**src/rtl/serial_pkg.sv**
```systemverilog
// Shared constants for the serial transmitter: FSM encoding, stop/parity codes,
// and a clog2 helper for sizing counters and pointers.
package serial_pkg;

    localparam logic [2:0] ST_IDLE   = 3'd0;
    localparam logic [2:0] ST_START  = 3'd1;
    localparam logic [2:0] ST_DATA   = 3'd2;
    localparam logic [2:0] ST_PARITY = 3'd3;
    localparam logic [2:0] ST_STOP   = 3'd4;

    localparam logic [1:0] STOP_1   = 2'b00;
    localparam logic [1:0] STOP_15  = 2'b01;
    localparam logic [1:0] STOP_2   = 2'b10;
    localparam logic [1:0] STOP_2B  = 2'b11;

    localparam logic [1:0] PAR_NONE = 2'b00;
    localparam logic [1:0] PAR_EVEN = 2'b01;
    localparam logic [1:0] PAR_ODD  = 2'b10;
    localparam logic [1:0] PAR_MARK = 2'b11;

    // Never returns less than 1 so a value of 1 still yields a legal vector width.
    function automatic int clog2(input int value);
        int r;
        r = 0;
        for (int i = 0; i < 31; i++) begin
            if ((1 << i) < value) r = i + 1;
        end
        return (r < 1) ? 1 : r;
    endfunction

endpackage

```
**src/rtl/serial_xmit_fifo.sv**
```systemverilog
// Character buffer with registered full/empty flags and first-word-fall-through read.
module sync_fifo
    import serial_pkg::*;
#(
    parameter int WIDTH = 8,
    parameter int DEPTH = 4
) (
    input  logic             i_clk,
    input  logic             i_rst,
    input  logic             i_wr_en,
    input  logic [WIDTH-1:0] i_wr_data,
    input  logic             i_rd_en,
    output logic [WIDTH-1:0] o_rd_data,
    output logic             o_full,
    output logic             o_empty
);
    localparam int AW = clog2(DEPTH);

    logic [WIDTH-1:0] r_mem [DEPTH];
    logic [AW-1:0]    r_wr_ptr;
    logic [AW-1:0]    r_rd_ptr;
    logic [AW:0]      r_count;
    logic             r_full;
    logic             r_empty;
    logic             w_push;
    logic             w_pop;
    logic [AW:0]      w_count_nxt;

    assign w_push      = i_wr_en && !r_full;
    assign w_pop       = i_rd_en && !r_empty;
    assign w_count_nxt = r_count + (AW+1)'(w_push) - (AW+1)'(w_pop);

    always_ff @(posedge i_clk) begin
        if (w_push) r_mem[r_wr_ptr] <= i_wr_data;
    end

    always_ff @(posedge i_clk or posedge i_rst) begin
        if (i_rst) begin
            r_wr_ptr <= '0;
            r_rd_ptr <= '0;
            r_count  <= '0;
            r_full   <= 1'b0;
            r_empty  <= 1'b1;
        end else begin
            if (w_push) r_wr_ptr <= r_wr_ptr + AW'(1);
            if (w_pop)  r_rd_ptr <= r_rd_ptr + AW'(1);
            r_count <= w_count_nxt;
            r_full  <= (w_count_nxt == (AW+1)'(DEPTH));
            r_empty <= (w_count_nxt == '0);
        end
    end

    assign o_rd_data = r_mem[r_rd_ptr];
    assign o_full    = r_full;
    assign o_empty   = r_empty;
endmodule

```
**src/rtl/serial_xmit.sv**
```systemverilog
// Async serial transmitter: FIFO-fed, LSB-first, programmable parity/stop/bit rate.
//   state     | meaning
//   ST_IDLE   | line at mark, waiting for a buffered character
//   ST_START  | driving the 0 start bit
//   ST_DATA   | shifting DATA_BITS data bits, LSB first
//   ST_PARITY | driving the computed parity bit (skipped for no parity)
//   ST_STOP   | driving 1 for 1, 1.5 or 2 bit times
module serial_xmit
    import serial_pkg::*;
#(
    parameter int DATA_BITS  = 8,
    parameter int FIFO_DEPTH = 4,
    parameter int DIV_W      = 16
) (
    input  logic                 clk,
    input  logic                 rst,
    input  logic [DIV_W-1:0]     baud_div,
    input  logic [1:0]           stop_sel,
    input  logic [1:0]           parity_mode,
    input  logic                 wr_en,
    input  logic [DATA_BITS-1:0] wr_data,
    input  logic                 flag_clr,
    output logic                 txd,
    output logic                 active,
    output logic                 full,
    output logic                 empty,
    output logic                 flag,
    output logic                 ovf
);
    localparam int BIT_W = clog2(DATA_BITS);

    logic [2:0]           r_state;
    logic                 r_txd;
    logic                 r_active;
    logic                 r_flag;
    logic                 r_ovf;
    logic [DIV_W-1:0]     r_div_cnt;
    logic [DIV_W-1:0]     r_bd;
    logic [1:0]           r_stop;
    logic [1:0]           r_par;
    logic                 r_par_bit;
    logic                 r_stop_ph;
    logic [BIT_W-1:0]     r_bit_cnt;
    logic [DATA_BITS-1:0] r_shift;

    logic [DATA_BITS-1:0] w_fifo_data;
    logic                 w_tick;
    logic                 w_stop_last;
    logic                 w_frame_end;
    logic                 w_pop;
    logic                 w_par_bit;
    logic [DIV_W-1:0]     w_half_m1;

    sync_fifo #(.WIDTH(DATA_BITS), .DEPTH(FIFO_DEPTH)) u_fifo (
        .i_clk     (clk),
        .i_rst     (rst),
        .i_wr_en   (wr_en),
        .i_wr_data (wr_data),
        .i_rd_en   (w_pop),
        .o_rd_data (w_fifo_data),
        .o_full    (full),
        .o_empty   (empty)
    );

    assign w_tick      = (r_div_cnt == '0);
    assign w_stop_last = r_stop_ph || (r_stop == STOP_1);
    assign w_frame_end = (r_state == ST_STOP) && w_tick && w_stop_last;
    // Popping on the frame-end edge keeps back-to-back characters gapless.
    assign w_pop       = !empty && ((r_state == ST_IDLE) || w_frame_end);
    // floor((bd+1)/2) - 1 rewritten so it cannot overflow DIV_W (bd >= 1).
    assign w_half_m1   = (r_bd - DIV_W'(1)) >> 1;

    always_comb begin
        w_par_bit = 1'b0;
        case (parity_mode)
            PAR_EVEN: w_par_bit = ^w_fifo_data;
            PAR_ODD:  w_par_bit = ~^w_fifo_data;
            PAR_MARK: w_par_bit = 1'b1;
            default:  w_par_bit = 1'b0;
        endcase
    end

    always_ff @(posedge clk or posedge rst) begin
        if (rst) begin
            r_state   <= ST_IDLE;
            r_txd     <= 1'b1;
            r_active  <= 1'b0;
            r_flag    <= 1'b0;
            r_ovf     <= 1'b0;
            r_div_cnt <= '0;
            r_bd      <= '0;
            r_stop    <= STOP_1;
            r_par     <= PAR_NONE;
            r_par_bit <= 1'b0;
            r_stop_ph <= 1'b0;
            r_bit_cnt <= '0;
            r_shift   <= '0;
        end else begin
            if (w_pop) begin
                r_state   <= ST_START;
                r_txd     <= 1'b0;
                r_active  <= 1'b1;
                r_div_cnt <= baud_div;
                r_bd      <= baud_div;
                r_stop    <= stop_sel;
                r_par     <= parity_mode;
                r_par_bit <= w_par_bit;
                r_shift   <= w_fifo_data;
                r_bit_cnt <= '0;
                r_stop_ph <= 1'b0;
            end else begin
                if (r_state != ST_IDLE)
                    r_div_cnt <= w_tick ? r_bd : r_div_cnt - DIV_W'(1);
                case (r_state)
                    ST_START: if (w_tick) begin
                        r_state   <= ST_DATA;
                        r_txd     <= r_shift[0];
                        r_shift   <= r_shift >> 1;
                        r_bit_cnt <= '0;
                    end
                    ST_DATA: if (w_tick) begin
                        if (r_bit_cnt == BIT_W'(DATA_BITS - 1)) begin
                            if (r_par == PAR_NONE) begin
                                r_state <= ST_STOP;
                                r_txd   <= 1'b1;
                            end else begin
                                r_state <= ST_PARITY;
                                r_txd   <= r_par_bit;
                            end
                        end else begin
                            r_bit_cnt <= r_bit_cnt + BIT_W'(1);
                            r_txd     <= r_shift[0];
                            r_shift   <= r_shift >> 1;
                        end
                    end
                    ST_PARITY: if (w_tick) begin
                        r_state <= ST_STOP;
                        r_txd   <= 1'b1;
                    end
                    ST_STOP: if (w_tick) begin
                        if (w_stop_last) begin
                            r_state  <= ST_IDLE;
                            r_active <= 1'b0;
                        end else begin
                            r_stop_ph <= 1'b1;
                            if (r_stop == STOP_15) r_div_cnt <= w_half_m1;
                        end
                    end
                    default: ;
                endcase
            end

            if (w_frame_end)   r_flag <= 1'b1;
            else if (flag_clr) r_flag <= 1'b0;

            if (wr_en && full) r_ovf <= 1'b1;
            else if (flag_clr) r_ovf <= 1'b0;
        end
    end

    assign txd    = r_txd;
    assign active = r_active;
    assign flag   = r_flag;
    assign ovf    = r_ovf;
endmodule

```
**config.mk**
```make
export PLATFORM = sky130hd
export DESIGN_NAME = serial_xmit
export DESIGN_NICKNAME = d
export VERILOG_FILES = /design/src/rtl/serial_pkg.sv /design/src/rtl/serial_xmit_fifo.sv /design/src/rtl/serial_xmit.sv
export SDC_FILE = /design/constraint.sdc
export NUM_CORES = 1
export LEC_CHECK = 0
export CAP_MARGIN = 40
export CORE_ASPECT_RATIO = 0.7
export CORE_UTILIZATION = 45
export CTS_CLUSTER_DIAMETER = 200
export CTS_CLUSTER_SIZE = 12
export DETAILED_ROUTE_END_ITERATION = 7
export DONT_BUFFER_PORTS = 1
export PLACE_DENSITY = 0.67
export SYNTH_ARGS = -nofsm -noshare
export SYNTH_HDL_FRONTEND = slang
export SYNTH_SLANG_ARGS = --single-unit
```
**constraint.sdc**
```tcl
create_clock -name clk -period 7.3 [get_ports clk]
set_input_delay 1.825 -clock clk [delete_from_list [all_inputs] [get_ports clk]]
set_output_delay 1.825 -clock clk [all_outputs]
set_load 0.05 [all_outputs]
```
* After elaboration in Yosys (flattened, before gate mapping)
Memory sizes are Yosys's and may differ from the RTL's.
Index checks and enable logic that the tools add are counted.
** Cells by class
- Add/sub/neg operators :: 7
- Multipliers :: 0
- Div/mod/pow operators :: 0
- Magnitude comparators :: 0
- Equal/unequal tests :: 18
- Shift operators :: 0
- Muxes and demuxes :: 47
- Bitwise operators :: 0
- Reduce and logical (&&, ||, !) cells :: 31
** Operators by type and width (number)
- 2-to-1 mux 16 bit :: 7
- 2-to-1 mux 3 bit :: 12
- 2-to-1 mux 8 bit :: 4
- subtractor 16 x 1 -> 16 bit (second input constant) :: 2
- inequality test 3 x 2 -> 1 bit (second input constant) :: 7
- 2-to-1 mux 1 bit :: 19
- logical NOT 16 bit :: 1
- case mux 8 bit (2 select lines) :: 1
- case mux 3 bit (4 select lines) :: 1
- nonzero test 2 bit :: 5
- equality test 3 bit (second input constant) :: 3
- AND reduction 4 bit :: 2
- XNOR reduction 8 bit :: 1
- parity 8 bit :: 1
- AND reduction 7 bit :: 1
- equality test 3 x 2 -> 1 bit (second input constant) :: 2
- logical AND 1 bit :: 6
- logical NOT 3 bit :: 2
- case mux 1 bit (3 select lines) :: 2
- case mux 3 bit (2 select lines) :: 1
- AND reduction 3 bit :: 2
- nonzero test 3 bit :: 2
- nonzero test 5 bit :: 1
- adder 2 x 1 -> 2 bit (second input constant) :: 2
- 11 further kinds :: 16
** Storage, ports and cells
- Register bits :: 65
- Latch bits :: 0
- Memory bits (writable) :: 32
- Bits in read-only memories :: 0
- Input bits :: 32
- Output and inout port bits :: 6
- Memories kept :: 1
** Memory list
- u_fifo.r_mem :: depth 4, width 8, read ports 1, clocked after Yosys merged registers in 0, write ports 1, RTL line serial_xmit_fifo.sv:19 : logic [WIDTH-1:0] r_mem [DEPTH];

* Longest topological paths before layout
Gate-level depths: netlist of the first run.
- Depth in word-level cells :: 8
- Mapped depth :: 17
- Gate-level depth less buffers :: 14

* Cells and area by module
Synthesis of the first run repeated with hierarchy kept, for this count alone.
** Unflattened totals
- Cell total of the unflattened synthesis :: 488
- Area, all modules :: 5017.3 µm²
** Modules (own cells, without submodules)
- serial_xmit :: times used 1, cells an instance 409, area each 3387.0 µm²
- sync_fifo :: times used 1, cells an instance 79, area each 1630.3 µm²

* Least setup slack after synthesis of the first run
Ideal clock, no wire load.
- Kind :: input -> register
- From :: input wr_en
- To :: register u_fifo.r_full, in the netlist u_fifo.o_full
- Setup time :: 0.088 ns
- Arrival :: 3.204 ns
- Slack :: 4.007 ns
- Stages on the path :: 7
- Cells stage by stage :: nor2b_1 > clkbuf_1 > ha_1 > fa_1 > xor2_1 > xnor2_1 > nor3b_1
** Between the ends
- Word-level cells in the longest chain between the ends :: 4
** RTL lines
- start, declared :: RTL line serial_xmit.sv:20 : input logic wr_en,
- logical AND 1 bit :: RTL line serial_xmit_fifo.sv:29 : assign w_push = i_wr_en && !r_full;
- named net u_fifo.w_push :: RTL line serial_xmit_fifo.sv:25 : logic w_push;
- adder 3 x 1 -> 3 bit :: RTL line serial_xmit_fifo.sv:31 : assign w_count_nxt = r_count + (AW+1)'(w_push) - (AW+1)'(w_pop);
- subtractor 3 x 1 -> 3 bit :: RTL line serial_xmit_fifo.sv:31
- named net u_fifo.w_count_nxt[2] :: RTL line serial_xmit_fifo.sv:27 : logic [AW:0] w_count_nxt;
- equality test 3 bit :: RTL line serial_xmit_fifo.sv:48 : r_full <= (w_count_nxt == (AW+1)'(DEPTH));
- end signal, assigned :: RTL line serial_xmit_fifo.sv:48
- end, declared :: RTL line serial_xmit_fifo.sv:23 : logic r_full;
The timed path passes the listed nets, and every way through them passes these cells.
A chain may end at the register's enable or synchronous reset.

* Worst setup path in the final report of the first run
- From :: register r_div_cnt[0]
- To :: register u_fifo.r_full, in the netlist u_fifo.o_full
** Between the ends
- Word-level cells in the longest chain between the ends :: 8
** RTL lines
- start, declared :: RTL line serial_xmit.sv:37 : logic [DIV_W-1:0] r_div_cnt;
- start signal, assigned :: RTL line serial_xmit.sv:103 : r_div_cnt <= baud_div;
- start signal, assigned :: RTL line serial_xmit.sv:113 : r_div_cnt <= w_tick ? r_bd : r_div_cnt - DIV_W'(1);
- start signal, assigned :: RTL line serial_xmit.sv:146 : if (r_stop == STOP_15) r_div_cnt <= w_half_m1;
- logical NOT 16 bit :: RTL line serial_xmit.sv:65 : assign w_tick = (r_div_cnt == '0);
- logical AND 1 bit (2 in series) :: RTL line serial_xmit.sv:67 : assign w_frame_end = (r_state == ST_STOP) && w_tick && w_stop_last;
- logical OR 1 bit :: RTL line serial_xmit.sv:69 : assign w_pop = !empty && ((r_state == ST_IDLE) || w_frame_end);
- logical AND 1 bit :: RTL line serial_xmit.sv:69
- logical AND 1 bit :: RTL line serial_xmit_fifo.sv:30 : assign w_pop = i_rd_en && !r_empty;
- subtractor 3 x 1 -> 3 bit :: RTL line serial_xmit_fifo.sv:31
- named net u_fifo.w_count_nxt[2] :: RTL line serial_xmit_fifo.sv:27
- equality test 3 bit :: RTL line serial_xmit_fifo.sv:48
The timed path passes the listed nets, and every way through them passes these cells.

==> results of run 1 <==
-- metal layers --
layer | routed length (um) | vias to the layer above | global-route usage, % | part of all wire [%]
met5 | 0 | - | 0 | 0
met1 | 5488 | 1744 | 32.24 | 50
li1 | - | 1715 | - | -
met4 | 119 | 0 | 4.960 | 1.1
met2 | 4410 | 131 | 27.32 | 40
met3 | 964 | 11 | 7.083 | 8.8
-- worst reg2reg max path: cells and delay by family (launching register included) --
family | cells | cell delay, ns
xor+xnor | 2 | 0.38
simple gates | 4 | 1.16
fa+ha+maj | 4 | 0.94
compound gates | 1 | 0.16
flops | 1 | 0.42
buf+inv | 4 | 0.94
-- path summary, 6_finish.rpt --
kind / slack, ns / from / depth (start not counted) / to
max: 3.23 / r_div_cnt[0] / 15 / u_fifo.o_full
min in group asynchronous: 1.59 / rst / 2 / r_bd[9]
max reg2reg: 3.23 / r_div_cnt[0] / 15 / u_fifo.o_full
max in group asynchronous: 5.15 / rst / 2 / r_shift[4]
min: 0.49 / r_par[1] / 2 / r_par[1]
min reg2reg: 0.49 / r_par[1] / 2 / r_par[1]
-- power groups by stage --
stage	Sequential, mW	Clock [mW]	Combinational (mW)
2_1_floorplan	0.726	0	0.221
3_3_place_gp	0.742	0	0.263
3_5_place_dp	0.748	0	0.269
4_1_cts	0.738	0.467	0.269
5_1_grt	0.751	0.490	0.301
6_report	0.739	0.461	0.267
-- cell families (layout without fill, tap and decap cells) --
| group | after synthesis | count (layout) | synth area share (%) |
|---|---|---|---|
| buffers and inverters | 44 | 40 | 3.486 |
| muxes | 12 | 12 | 4.472 |
| and+or+nand+nor | 181 | 181 | 17.33 |
| adders and majority gates | 12 | 12 | 3.183 |
| xor gates and xnor gates | 25 | 25 | 4.421 |
| DFF | 97 | 97 | 52.30 |
| AOI/OAI and AO/OA | 113 | 113 | 14.81 |
-- stage by stage --
step / hold slack [ns] / worst slack [ns]
after CTS: 0.4949 / 3.284
after floorplan: 0.4466 / 3.852
after detailed placement: 0.4769 / 3.251
final: 0.4916 / 3.225
after global routing: 0.5294 / 2.903
after global placement: 0.4607 / 3.071
-- flip-flops by register name, summed over array words and instances (netlist names) --
register / count
u_fifo.r_wr_ptr: 2
r_bit_cnt: 3
r_par_bit: 1
active: 1
u_fifo.r_count: 3
r_stop: 2
u_fifo.r_mem: 32
ovf: 1
u_fifo.o_full: 1
txd: 1
u_fifo.o_empty: 1
r_bd: 16
r_div_cnt: 16
r_stop_ph: 1
flag: 1
u_fifo.r_rd_ptr: 2
r_state: 3
r_par: 2
r_shift: 8
-- synth_stat cells (10+ instances only) --
master	count	area (um2)
a21oi_1	17	85.08
clkbuf_1	19	71.32
dfrtp_1	63	1577
edfxtp_1	32	960.9
ha_1	11	137.6
inv_1	18	67.56
nand2_1	86	322.8
nor2_1	27	101.4
nor3_1	15	75.07
o21a_1	10	75.07
o21ai_0	31	155.2
xnor2_1	16	140.1
-- cell type report --
type,instances,area [um2]
Tap cell,148,185.2
Inverter,19,71.32
Fill cell,914,5149
Clock inverter,7,60.06
Clock buffer,9,225.2
Timing Repair Buffer,5,41.29
Multi-Input combinational cell,343,2190
Sequential cell,97,2590
==> summary.md, run 1 <==
| Metric | Value |
|---|---|
| Most common cell after layout, fill and taps aside | nand2_1 |
| Critical path launch point type | register |
| Syn_area_per_cell | 10.23 um2 |
| Final worst clock skew | 0.008763 ns |
| CP Class | reg2reg |
| Share of power burned in registers | 50.4% |
| Most used cell, CP | ha_1 |
| Cells along the critical path | inv_1 > ha_1 > nor4b_2 > nand4_1 > buf_6 > o21ai_1 > nand2b_1 > inv_2 > ha_1 > inv_1 > ha_1 > fa_1 > xor2_1 > xnor2_1 > nor3b_1 |
| Ports | 38 |
| Layout cell share with drive strength beyond 1 | 8.333% |
| Post-DP HPWL | 7650 um |
| Gate power share | 18.2% |
| Power Dens Cells | 273.8 nW/um2 |
| Largest incremental delay on the critical path | 0.50 ns |
| Layout Cells excl Fill | 628 |
| Pwr Total | 1.468 mW |
| Grt ovf | 0 |
| First-pass GRT wire length | 18170 um |
| Clk slew on worst S/H paths | 0.07 ns |
| Asr flop ratio synth | 67.01% |
| Vias/cell | 5.734 |
| Status | complete, no violations |
| Post-synthesis net count | 528 |
| Fin. max-slew vios | 0 |
| Sequential area share after synthesis | 52.30% |
| Final worst path period share | 55.82% |
| Seq cells post-synth | 97 |
| Clock buffer depth | 2 |
| Count of buffer and inverter cells on the critical path | 4 |
| Nets | 519 |
| Ys Warns | 0 |
| Num CTS Buffers | 9 |
| IO Port Bufs | 0 |
| Die height | 89.77 um |
| Internal Power | 1.015 mW |
| Setup TNS | 0 ns |
| Post-layout util | 51.02% |
| Placed insts | 612 |
| Max-Cap Viols | 0 |
| RSZ-0062 raised after global routing | no |
| Crit path arrival time | 4.34 ns |
| DRC Markers | 0 |
| Crit-path max FO | 38 |
| Starting Density | 47.11% |
| Commonest cells after routing, fill and taps aside | nand2_1 (86), dfrtp_1 (63), edfxtp_1 (32), o21ai_0 (31), nor2_1 (27) |
| Drt wl/cell | 17.49 um |
| Delay-heaviest family, CP | simple AND/OR/NAND/NOR gates |
| Routed vias | 3601 |
| Slew margin rel. | 44.17% |
| Antenna violations before repair | 0 |
| Ys flop type | dfrtp_1 |
| Post_cts resized | 0 |
| Switch Pwr | 453.6 uW |
| Pre-antenna DRT Iters | 5 |
| Core area | 10510 um2 |
| Switching part of the total power | 30.90% |
| Final setup viols | 0 |
| Die span in x | 127.4 um |
| DIE AREA | 11440 um2 |
| Num Clock Sinks | 97 |
| Number of global-route vias before repair | 3395 |
| Post-Syn Area | 4952 um2 |
| Worst-skew pair later-pin latency | 0.35 ns |
| TritonCTS clock tree | built |
| Routed WL | 10980 um |
| Critical Path RT | 7.57 ns |
| Placed Area | 5077 um2 |
| Largest net degree at the start of global routing | 66 |
| Worst-margin pin slew | 0.8374 ns |
| Clk pwr share | 31.4% |
| Post-CTS setup buffer count | 0 |
| Final ANT Viol Nets | 0 |
| FMAX | 245.4 MHz |
| VDD IR-drop max | 0.1451 mV |
| Root Buffer | clkbuf_16 |
| Mapped Cells | 484 |
| Leakage | 2.114 nW |
| Overall routing resource usage | 20.77% |
| Path category of the worst min-delay check | reg2reg |
| CP max stage cell | inv_2 |
| Final GP Congestion | 0.9038 |
| Num rows | 31 |
| Final Hold Vio Count | 0 |
| Crit. End Element | register |
| Cell variety after synth | 58 |
| Number of diodes | 0 |
| Crit path time final | 4.075 ns |
| Layout area overhead | 8.287% |
| H-tree Lvls | 3 |
| # hold bufs at CTS | 0 |
| Post-synth EDFFs | 32 |
| Drt initial violations | 339 |
| Design area | 5363 um2 |
Power figures use the tool's default switching activity.
==> run 2, diff against run 1 <==
Settings changed: PLACE_DENSITY 0.67 to 0.69.
Clock period 7.3 ns to 3.4 ns, I/O delays scaled along.
==> run 2 against run 1 <==
Global-route usage increased by 0.88 points. Worst setup slack got worse by 2.8 ns. Clock power is 110% higher. Die area is the same. Clock skew increased by 0.0018 ns. Combinational power up 120%. Utilization rose by 0.095 points. Via count rose by 2.7%. Critical endpoint unchanged. Highest routed layer unchanged.
==> summary.md, run 2 (synthesis results as in run 1) <==
| Metric | Value |
|---|---|
| Status | complete, no violations |
| Clock buffer depth | 2 |
| # hold bufs at CTS | 0 |
| Final ANT Viol Nets | 0 |
| DIE AREA | 11440 um2 |
| Ports | 38 |
| Reg-to-reg startpoint | r_div_cnt[0] |
| Crit-path max FO | 5 |
| Crit path arrival time | 3.28 ns |
| Crit path time final | 3.019 ns |
| Largest regs | u_fifo.r_mem x32, r_bd x16, r_div_cnt x16 |
| Switch Pwr | 966.9 uW |
| Clk slew on worst S/H paths | 0.07 ns |
| Most used cell, CP | ha_1 |
| VDD IR-drop max | 0.3513 mV |
| Switching part of the total power | 30.69% |
| Drt wl/cell | 17.82 um |
| Largest incremental delay on the critical path | 0.42 ns |
| Most common cell after layout, fill and taps aside | nand2_1 |
| Final worst path period share | 88.80% |
| Critical path launch point type | register |
| Path category of the worst min-delay check | in2async |
| Routed vias | 3697 |
| Post-DP HPWL | 7864 um |
| Internal Power | 2.184 mW |
| Die height | 89.77 um |
| Worst-skew pair later-pin latency | 0.35 ns |
| Grt ovf | 0 |
| Layout Cells excl Fill | 629 |
| Number of diodes | 0 |
| Root Buffer | clkbuf_16 |
| Gate power share | 18.4% |
| Die span in x | 127.4 um |
| Starting Density | 47.11% |
| Critical Path RT | 3.66 ns |
| Crit. End Element | register |
| Clk pwr share | 31.3% |
| Final GP Congestion | 0.8922 |
| Core area | 10510 um2 |
| Setup TNS | 0 ns |
| Num Clock Sinks | 97 |
| Count of buffer and inverter cells on the critical path | 3 |
| Num rows | 31 |
| CP max stage cell | dfrtp_1 |
| Final setup viols | 0 |
| H-tree Lvls | 3 |
| Cells along the critical path | inv_1 > ha_1 > nor4b_2 > nand4_1 > o21ai_1 > nand2b_1 > inv_2 > ha_1 > inv_1 > ha_1 > fa_1 > xor2_1 > xnor2_1 > nor3b_1 |
| Routed WL | 11210 um |
| Drt initial violations | 300 |
| Worst r2r dst | u_fifo.o_full |
| IO Port Bufs | 0 |
| Overall routing resource usage | 21.65% |
| Antenna violations before repair | 0 |
| Nets | 520 |
| Commonest cells after routing, fill and taps aside | nand2_1 (86), dfrtp_1 (63), edfxtp_1 (32), o21ai_0 (31), nor2_1 (27) |
| DRC Markers | 0 |
| Share of power burned in registers | 50.3% |
| Num CTS Buffers | 9 |
| Largest net degree at the start of global routing | 58 |
| FMAX | 331.2 MHz |
| RSZ-0062 raised after global routing | no |
| Reg2reg path depth | 14 |
| Final worst clock skew | 0.01061 ns |
| Slew margin rel. | 38.89% |
| Fin. max-slew vios | 0 |
| CP Class | reg2reg |
| Vias/cell | 5.878 |
| R2R setup slack | 0.38 ns |
| Max-Cap Viols | 0 |
| Placed insts | 613 |
| Pre-antenna DRT Iters | 5 |
| Power Dens Cells | 586.5 nW/um2 |
| Worst-margin pin slew | 0.9097 ns |
| First-pass GRT wire length | 19050 um |
| Layout cell share with drive strength beyond 1 | 8.524% |
| Final Hold Vio Count | 0 |
| Flip-flop count of the largest register after layout | 32 |
| Largest reg by FF count | u_fifo.r_mem |
| Post_cts resized | 0 |
| TritonCTS clock tree | built |
| Layout area overhead | 8.489% |
| Min Hold Slack | 0.2810 ns |
| Leakage | 2.122 nW |
| Post-CTS setup buffer count | 0 |
| Delay-heaviest family, CP | simple AND/OR/NAND/NOR gates |
| Number of global-route vias before repair | 3612 |
run 2: cell types whose count changed in the layout (fill, tap and decap cells not counted), sizes merged:
cell and change:
inv -1, buf +1, clkbuf +1, clkinvlp -1, clkinv +1
run 2: worst max path at each step:
stage / startpoint / endpoint / slack [ns] / cells past startpoint
6_report: r_div_cnt[0] / u_fifo.o_full / 0.38 / 14
5_1_grt: r_div_cnt[0] / u_fifo.o_full / 0.07 / 14
4_1_cts: r_div_cnt[0] / u_fifo.o_full / 0.33 / 14
3_5_place_dp: r_div_cnt[0] / u_fifo.o_full / 0.31 / 14
3_3_place_gp: r_div_cnt[0] / u_fifo.o_full / 0.49 / 14
2_1_floorplan: r_div_cnt[0] / u_fifo.o_full / 0.21 / 17
run 2: routing by layer:
metal / share of wire, % / wire [um] / GRT usage [%]
met5: 0 / 0 / 0
met4: 1.7 / 186 / 6.944
met3: 8.9 / 992 / 5.833
met2: 42 / 4666 / 29.42
met1: 48 / 5363 / 33.11
run 2: power by group through the flow:
stage	Clock (mW)	Combinational, mW	Sequential [mW]
detailed placement	0	0.581	1.61
CTS	1.01	0.585	1.58
global route	1.06	0.655	1.61
global placement	0	0.564	1.60
floorplan	0	0.474	1.56
finish	0.985	0.580	1.59
run 2: metrics by stage:
stage | util (%) | worst slack, ns | total power, mW | cell area, um2
2_1_floorplan | - | 0.2144 | 2.032 | 4952
3_3_place_gp | 48.34 | 0.4930 | 2.160 | 5081
3_5_place_dp | 48.34 | 0.3056 | 2.189 | 5081
4_1_cts | 51.11 | 0.3268 | 3.181 | 5373
5_1_grt | 51.11 | 0.07140 | 3.325 | 5373
6_report | 51.11 | 0.3809 | 3.151 | 5373
run 2: layout make-up:
cell class,count,area (um2)
clock inverter,6,62.56
sequential,97,2590
clock buffer,10,229.0
multi-input combinational,343,2190
fill,922,5139
tap,148,185.2
inverter,19,71.32
timing repair buffer,6,45.04
==> run 3, diff against run 2 <==
Settings changed: CORE_UTILIZATION 45 to 39, PLACE_DENSITY 0.69 to 0.62.
==> run 3 against run 2 <==
The run now ends with design-rule violations left. Power grew 2.2%. First-iteration DRC count grew 41%. Clock power grew 6%. Clock skew grew 0.0033 ns. Via count shrank 1.8%. Sequential share of layout area shrank 0.72 points. Worst hold slack gained 0.13 ns. Largest cell class unchanged.
==> summary.md, run 3 (synthesis results as in run 1) <==
| Metric | Value |
|---|---|
| Status | complete, but fails checks |
| Failing checks | design-rule violations |
| Grt ovf | 0 |
| Power Dens Cells | 590.4 nW/um2 |
| Leakage | 2.150 nW |
| Routed vias | 3630 |
| Commonest cells after routing, fill and taps aside | nand2_1 (86), dfrtp_1 (63), edfxtp_1 (32), o21ai_0 (31), nor2_1 (27) |
| Setup TNS | 0 ns |
| Gate power share | 18.2% |
| Crit-path max FO | 5 |
| TritonCTS clock tree | built |
| Final worst clock skew | 0.01392 ns |
| First-pass GRT wire length | 18290 um |
| Cells along the critical path | inv_1 > ha_1 > nor4b_4 > nand4_1 > o21ai_1 > nand2b_1 > inv_2 > ha_1 > inv_1 > ha_1 > fa_1 > xor2_1 > xnor2_1 > nor3b_1 |
| Max layer used | met4 |
| Pre-antenna DRT Iters | 6 |
| Layout area overhead | 10.13% |
| Share of power burned in registers | 49.6% |
| CP Class | reg2reg |
| Die height | 96.28 um |
| Final setup viols | 0 |
| Design area | 5454 um2 |
| Post-CTS setup buffer count | 0 |
| Pwr Total | 3.220 mW |
| Placement Setup Slack | 0.2530 ns |
| Delay-heaviest family, CP | simple AND/OR/NAND/NOR gates |
| Internal Power | 2.204 mW |
| Worst setup margin | 0.3428 ns |
| Switching part of the total power | 31.56% |
| VDD IR-drop max | 0.2906 mV |
| Final Hold Vio Count | 0 |
| Ports | 38 |
| Largest incremental delay on the critical path | 0.44 ns |
| Worst-skew pair later-pin latency | 0.35 ns |
| Final worst path period share | 89.92% |
| Number of diodes | 0 |
| CP max stage cell | dfrtp_1 |
| Num Clock Sinks | 97 |
| Worst-margin pin slew | 0.8154 ns |
| Post-DP HPWL | 7858 um |
| Crit path arrival time | 3.32 ns |
| Vias/cell | 5.637 |
| Most used cell, CP | ha_1 |
| Met3 routed WL | 652 um |
| Number of global-route vias before repair | 3415 |
| Starting Density | 40.00% |
| Final ANT Viol Nets | 0 |
| RSZ-0062 raised after global routing | no |
| Flip-flop count of the largest register after layout | 32 |
| Largest net degree at the start of global routing | 48 |
| Count of buffer and inverter cells on the critical path | 3 |
| FMAX | 327.1 MHz |
| M1 wire length | 5819 um |
| Post_cts resized | 0 |
| DIE AREA | 13160 um2 |
| Critical Path RT | 3.66 ns |
| Placed insts | 628 |
| Num rows | 34 |
| Core area | 12380 um2 |
| Critical path launch point type | register |
| Met2 wire len | 4702 um |
| Path category of the worst min-delay check | in2async |
| H-tree Lvls | 3 |
| DRC Markers | 1 |
| IO Port Bufs | 0 |
| Die span in x | 136.7 um |
| Placed Area | 5126 um2 |
| Largest regs | u_fifo.r_mem x32, r_bd x16, r_div_cnt x16 |
| Switch Pwr | 1.016 mW |
| Layout Cells excl Fill | 644 |
| Antenna violations before repair | 0 |
| Crit. End Element | register |
| Num CTS Buffers | 9 |
| Final GP Congestion | 0.9293 |
| Most common cell after layout, fill and taps aside | nand2_1 |
| Root Buffer | clkbuf_16 |
| Fin. max-slew vios | 0 |
| Min Hold Slack | 0.4072 ns |
| Clock buffer depth | 2 |
| Layout cell share with drive strength beyond 1 | 8.921% |
| # hold bufs at CTS | 0 |
| Routed WL | 11250 um |
| Clk slew on worst S/H paths | 0.07 ns |
| Drt wl/cell | 17.48 um |
| Clk pwr share | 32.3% |
| Fillers | 1147 |
| Overall routing resource usage | 18.63% |
| Drt initial violations | 423 |
| Nets | 521 |
| Slew margin rel. | 45.22% |
| Crit path time final | 3.057 ns |
| Post-layout util | 44.06% |
| Largest reg by FF count | u_fifo.r_mem |
| Max-Cap Viols | 0 |
[run 3: cell count changes in the layout (fill, tap and decap cells not counted)]
cell / delta
clkinv_8: +3
nor4b_2: -1
nor4b_4: +1
clkbuf_1: -1
clkinv_4: -1
inv_6: -1
buf_16: +1
[run 3: area by class of cell]
type	instances	area [um2]	share of cell area [%]
clock buffers	9	225.2	4.129
clock inverters	7	93.84	1.721
inverters	19	71.32	1.308
multi-input cells	343	2198	40.31
flip-flops and latches	97	2590	47.49
well taps	162	202.7	3.716
repair buffers	7	72.57	1.331
[run 3: per-layer routing]
| metal | vias up | track usage (%) |
|---|---|---|
| met5 | - | 0 |
| met4 | 0 | 5.833 |
| met3 | 9 | 4.950 |
| met2 | 115 | 25.08 |
| met1 | 1784 | 28.44 |
| li1 | 1722 | - |
[run 3: worst paths after layout]
path,end,slack [ns],startpoint,cells after the start
setup / recovery,u_fifo.o_full,0.34,r_div_cnt[0],14
hold / removal,r_div_cnt[8],0.41,rst,2
setup reg to reg,u_fifo.o_full,0.34,r_div_cnt[0],14
hold reg to reg,r_par[1],0.49,r_par[1],2
max in group asynchronous,txd,2.40,rst,3
min in group clk,r_par[1],0.49,r_par[1],2
[run 3: power groups by stage]
stage	Combinational, mW	Clock [mW]	Sequential, mW
global placement	0.562	0	1.60
detailed placement	0.586	0	1.61
CTS	0.591	1.06	1.59
global route	0.667	1.11	1.62
floorplan	0.474	0	1.56
finish	0.586	1.04	1.60
[run 3: worst register-to-register path, delay by kind of cell (launching register included)]
kind	cells	cell delay [ns]
buffers and inverters	3	0.22
AOI/OAI and AO/OA	1	0.25
and+or+nand+nor	4	0.86
adders and majority gates	4	0.83
DFF	1	0.44
xor gates and xnor gates	2	0.39
==> patch 1 (settings of run 1) <==
Register the output `txd` once more, cleared by the reset; this adds one clock of latency there. The other outputs are not delayed to match.
--- a/src/rtl/serial_xmit.sv
+++ b/src/rtl/serial_xmit.sv
@@ -160,3 +160,9 @@
 
-    assign txd    = r_txd;
+    always_ff @(posedge clk or posedge rst) begin
+        if (rst) begin
+            txd <= '0;
+        end else begin
+            txd <= r_txd;
+        end
+    end
     assign active = r_active;
Behaviour: not the same (a bounded check fails within 4 cycles, from zero or initial values and one cycle with rst high).
==> patch 1 against run 1 <==
  * Fmax up 5.9%
  * Design area is 3.5% higher
  * Setup slack improved by 0.23 ns
  * Non-clock buffer count increased by 1
  * Utilization decreased by 0.63 points
  * Clock skew hardly changed
  * Sequential cell count increased by 1
  * Critical path depth fell by 1
  * Area after synthesis up 2.8%
  * Worst hold slack worse by 0.084 ns
  * Wire length increased by 2.0%
  * Critical path type unchanged
  * Largest cell class unchanged
Power is not compared: it rests on default switching activity, and its combinational part moved more than twofold at a synthesized area within 25%.
==> patch 1: results <==
[run_status]
outcome = "complete, no violations"

[finish]
fillers = 990
seq_share_pct = 47.1
buffer_area_share_pct = 1.17
buffers_excl_clock = 6
layout.nets = 534
final_util_pct = 50.4
clock_cell_area_share_pct = 5.66
proportion_of_layout_cells_with_a_drive_suffix_above_1_pct = 9.90
nNonClkInverters = 22
multiInputGateArea_sq_um = 2280
sequential_cell_total = 98
multi_input_comb_cells = 353
antenna_cells = 0

[clock_tree]
clkSlewWorstSetupHoldPaths_ns = 0.08
cts_setup_buffers = 0

[place]
dpl-instance-area_sq_um = 5230
place.gp.congestion = 0.930
dp_hpwl_mm = 7.71

[routing]
met2_wirelength_mm = 4.60
route.layer.met1.wl_mm = 5.62
detailedRoute.firstIterationViolations = 403
route.final.wire_length_mm = 11.2
topRoutingLayerUsed = "met4"
vias_per_cell = 5.71
met3_wirelength_um = 864
detailedRoute.firstPassIterationCount = 5

[sta]
skew_ns = 0.00881
timing.slew.headroom_pct = 43.5

[critical_path]
slowest_delay_ns = 0.61
delay_heaviest_family_cp = "simple AND/OR/NAND/NOR gates"
path_max_fanout = 32
crit_path_top_delay_cell = "sky130_fd_sc_hd__nand3b_2"
critPathArrivalTime_ns = 4.11

[global_routing]
met2_usage_pct = 28.3
grt_first_pass_wirelength_mm = 19.0
grt_use_met3_pct = 6.60
grt_max_degree = 66
gr-usage-met1_pct = 32.1
first_global_vias = 3620
initial_antenna_violation_count = 0
grt.total_usage_pct = 21.0

[synthesis]
post_synth_num_cell_types = 63
async_reset_ff_share_pct = 67.3
synth_top_cells_by_count = "sky130_fd_sc_hd__nand2_1, sky130_fd_sc_hd__dfrtp_1, sky130_fd_sc_hd__o21ai_0, sky130_fd_sc_hd__edfxtp_1, sky130_fd_sc_hd__nor2_1"
syn_nets = 542
seq_area_frac_synth_pct = 51.4
synth_top_cells_by_area = "sky130_fd_sc_hd__dfrtp_1, sky130_fd_sc_hd__edfxtp_1, sky130_fd_sc_hd__nand2_1, sky130_fd_sc_hd__o21ai_0, sky130_fd_sc_hd__mux4_2"

[worst_hold_path]
worstHoldPathType = "flop to flop"

[power]
p_int_mw = 1.43
irDropWorstVdd_uv = 152

[die]
core.rowCount = 32
[patch 1: changes by cell type after synthesis, moves of 4 or more]
cell | run 1 | this run
sky130_fd_sc_hd__o21a_1 | 10 | 0
sky130_fd_sc_hd__o21ai_0 | 31 | 41
sky130_fd_sc_hd__o22a_1 | 9 | 0
sky130_fd_sc_hd__mux2i_1 | 3 | 11
sky130_fd_sc_hd__o21ai_1 | 9 | 1
sky130_fd_sc_hd__or3_1 | 9 | 3
sky130_fd_sc_hd__nand3_1 | 8 | 13
sky130_fd_sc_hd__clkbuf_1 | 19 | 15
sky130_fd_sc_hd__nor2_1 | 27 | 31
sky130_fd_sc_hd__or4_1 | 2 | 6
[patch 1: path summary, 6_finish.rpt]
check / from / to / slack, ns / cells past startpoint
min in group asynchronous: rst / ovf$_DFFE_PP0P_ / 1.29 / 2
min: r_txd$_DFFE_PP1P_ / txd$_DFF_PP0_ / 0.41 / 0
max: r_div_cnt[0]$_DFF_PP0_ / u_fifo.o_full$_DFF_PP0_ / 3.45 / 14
max reg2reg: r_div_cnt[0]$_DFF_PP0_ / u_fifo.o_full$_DFF_PP0_ / 3.45 / 14
min reg2reg: r_txd$_DFFE_PP1P_ / txd$_DFF_PP0_ / 0.41 / 0
max in group asynchronous: rst / r_txd$_DFFE_PP1P_ / 5.48 / 3
[patch 1: cells by family after synthesis]
logic type | count (synthesis) | synth area share [%]
AOI/OAI and AO/OA | 107 | 13.2
xor gates and xnor gates | 23 | 3.96
adders and majority gates | 12 | 3.10
buffers and inverters | 47 | 3.83
DFF | 98 | 51.4
muxes | 21 | 6.15
and+or+nand+nor | 190 | 18.4
[patch 1: metrics by stage]
stage               cells  worst slack (ns)
floorplan             498              3.82
global placement      631              3.69
detailed placement    632              3.50
CTS                   648              3.46
global route          648              3.10
finish                648              3.45
==> patch 2 (settings of run 1) <==
Without the edit above. `FIFO_DEPTH`: 4 -> 8.
--- a/src/rtl/serial_xmit.sv
+++ b/src/rtl/serial_xmit.sv
@@ -11,3 +11,3 @@
     parameter int DATA_BITS  = 8,
-    parameter int FIFO_DEPTH = 4,
+    parameter int FIFO_DEPTH = 8,
     parameter int DIV_W      = 16
Formal check against the unedited RTL: not equivalent (Yosys sat finds a counterexample within 10 cycles, from zero or initial values and one cycle with rst high).
==> patch 2 against run 1 <==
  * Area after synthesis up 29%
  * Wire length up 26%
  * Largest cell class unchanged
  * Sequential share of layout area increased by 2.0 points
  * Setup slack got worse by 0.20 ns
  * Fmax is 4.6% lower
  * Synthesized cell count increased by 14%
  * Utilization up 0.94 points
  * Power rose by 120%
  * Sequential cell count rose by 35
  * Count of clock-buffer cells in the layout increased by 8
  * Largest power group unchanged
  * Via count increased by 19%
  * Design area up 34%
==> patch 2: results <==
[clock_tree]
htreeDepth = 4
worst_case_clock_buffer_depth = 2
numCtsBuffers = 17
insertion_delay_ns = 0.42

[finish]
antenna_cells = 0
fillers = 1208
proportion_of_layout_cells_with_a_drive_suffix_above_1_pct = 16.2
layout_top_registers = "u_fifo.r_mem x64, r_bd x16, r_div_cnt x16"

[routing]
route.final.wire_length_mm = 13.8
route.layer.met1.wl_mm = 6.56
met3_wirelength_mm = 1.11
detailedRoute.firstPassIterationCount = 6
vias_per_cell = 5.66

[power]
irDropWorstVdd_uv = 270
total_leakage_power_nw = 2.79
power_consumed_by_the_clock_network_mw = 0.827
pwr.group.combinational_mw = 1.06

[worst_hold_path]
hold_path_startpoint = "r_shift[3]$_DFFE_PP0P_"
worstHoldPathCells = 1
hold_path_end = "r_shift[3]$_DFFE_PP0P_"

[critical_path]
slowest_delay_ns = 0.64
regToRegSetupSlack_ns = 3.03
critPathLaunchType = "flop"
critPathArrivalTime_ns = 4.62
path_max_fanout = 49
timing.rr.end = "u_fifo.o_full$_DFF_PP0_"
reg2reg_depth = 14

[synthesis]
synth_compound_area_share_pct = 9.21
synth.area.mux_share_pct = 11.1
synth_top_cells_by_count = "sky130_fd_sc_hd__nand2_1, sky130_fd_sc_hd__dfrtp_1, sky130_fd_sc_hd__edfxtp_1, sky130_fd_sc_hd__nor2_1, sky130_fd_sc_hd__a21oi_1"
synth_edf_count = 64
seq_area_frac_synth_pct = 56.8
synth_top_cells_by_area = "sky130_fd_sc_hd__edfxtp_1, sky130_fd_sc_hd__dfrtp_1, sky130_fd_sc_hd__mux4_2, sky130_fd_sc_hd__nand2_1, sky130_fd_sc_hd__mux2_2"
async_reset_ff_share_pct = 51.5
post_synth_xor_area_fraction_pct = 3.78
syn_nets = 596
post_synth_fa_ha_maj_area_fraction_pct = 2.47

[global_routing]
grt_first_pass_wirelength_mm = 22.1
grt_max_degree = 64
grt.total_usage_pct = 20.3
first_global_vias = 4214

[place]
dp_hpwl_mm = 9.12
place.gp.congestion = 0.894
dpl-instance-area_sq_um = 6640

[sta]
fmax_mhz = 234
tightestPinTransition_ns = 0.944
skew_ns = 0.0128

[run_status]
outcome = "complete, no violations"
patch 2: through the flow:
step | hold slack (ns) | cells | total power [mW] | utilization (%)
after floorplan | 0.460 | 552 | 2.06 | -
after global placement | 0.487 | 721 | 2.28 | 47.2
after detailed placement | 0.488 | 727 | 2.34 | 47.9
after CTS | 0.510 | 758 | 3.18 | 52.0
after global routing | 0.526 | 758 | 3.38 | 52.0
final | 0.511 | 758 | 3.17 | 52.0
patch 2: cell type report:
| cell class | count | share of cell area [%] |
|---|---|---|
| Timing Repair Buffer | 12 | 1.82 |
| Clock inverter | 14 | 2.00 |
| Clock buffer | 17 | 5.90 |
| Multi-Input combinational cell | 367 | 35.3 |
| Tap cell | 190 | 3.30 |
| Inverter | 26 | 1.35 |
| Sequential cell | 132 | 50.3 |
patch 2: layer usage:
metal	vias up	global-route usage (%)
li1	2007	-
met1	2095	29.3
met2	180	28.5
met3	11	6.67
met4	0	7.45
met5	-	0
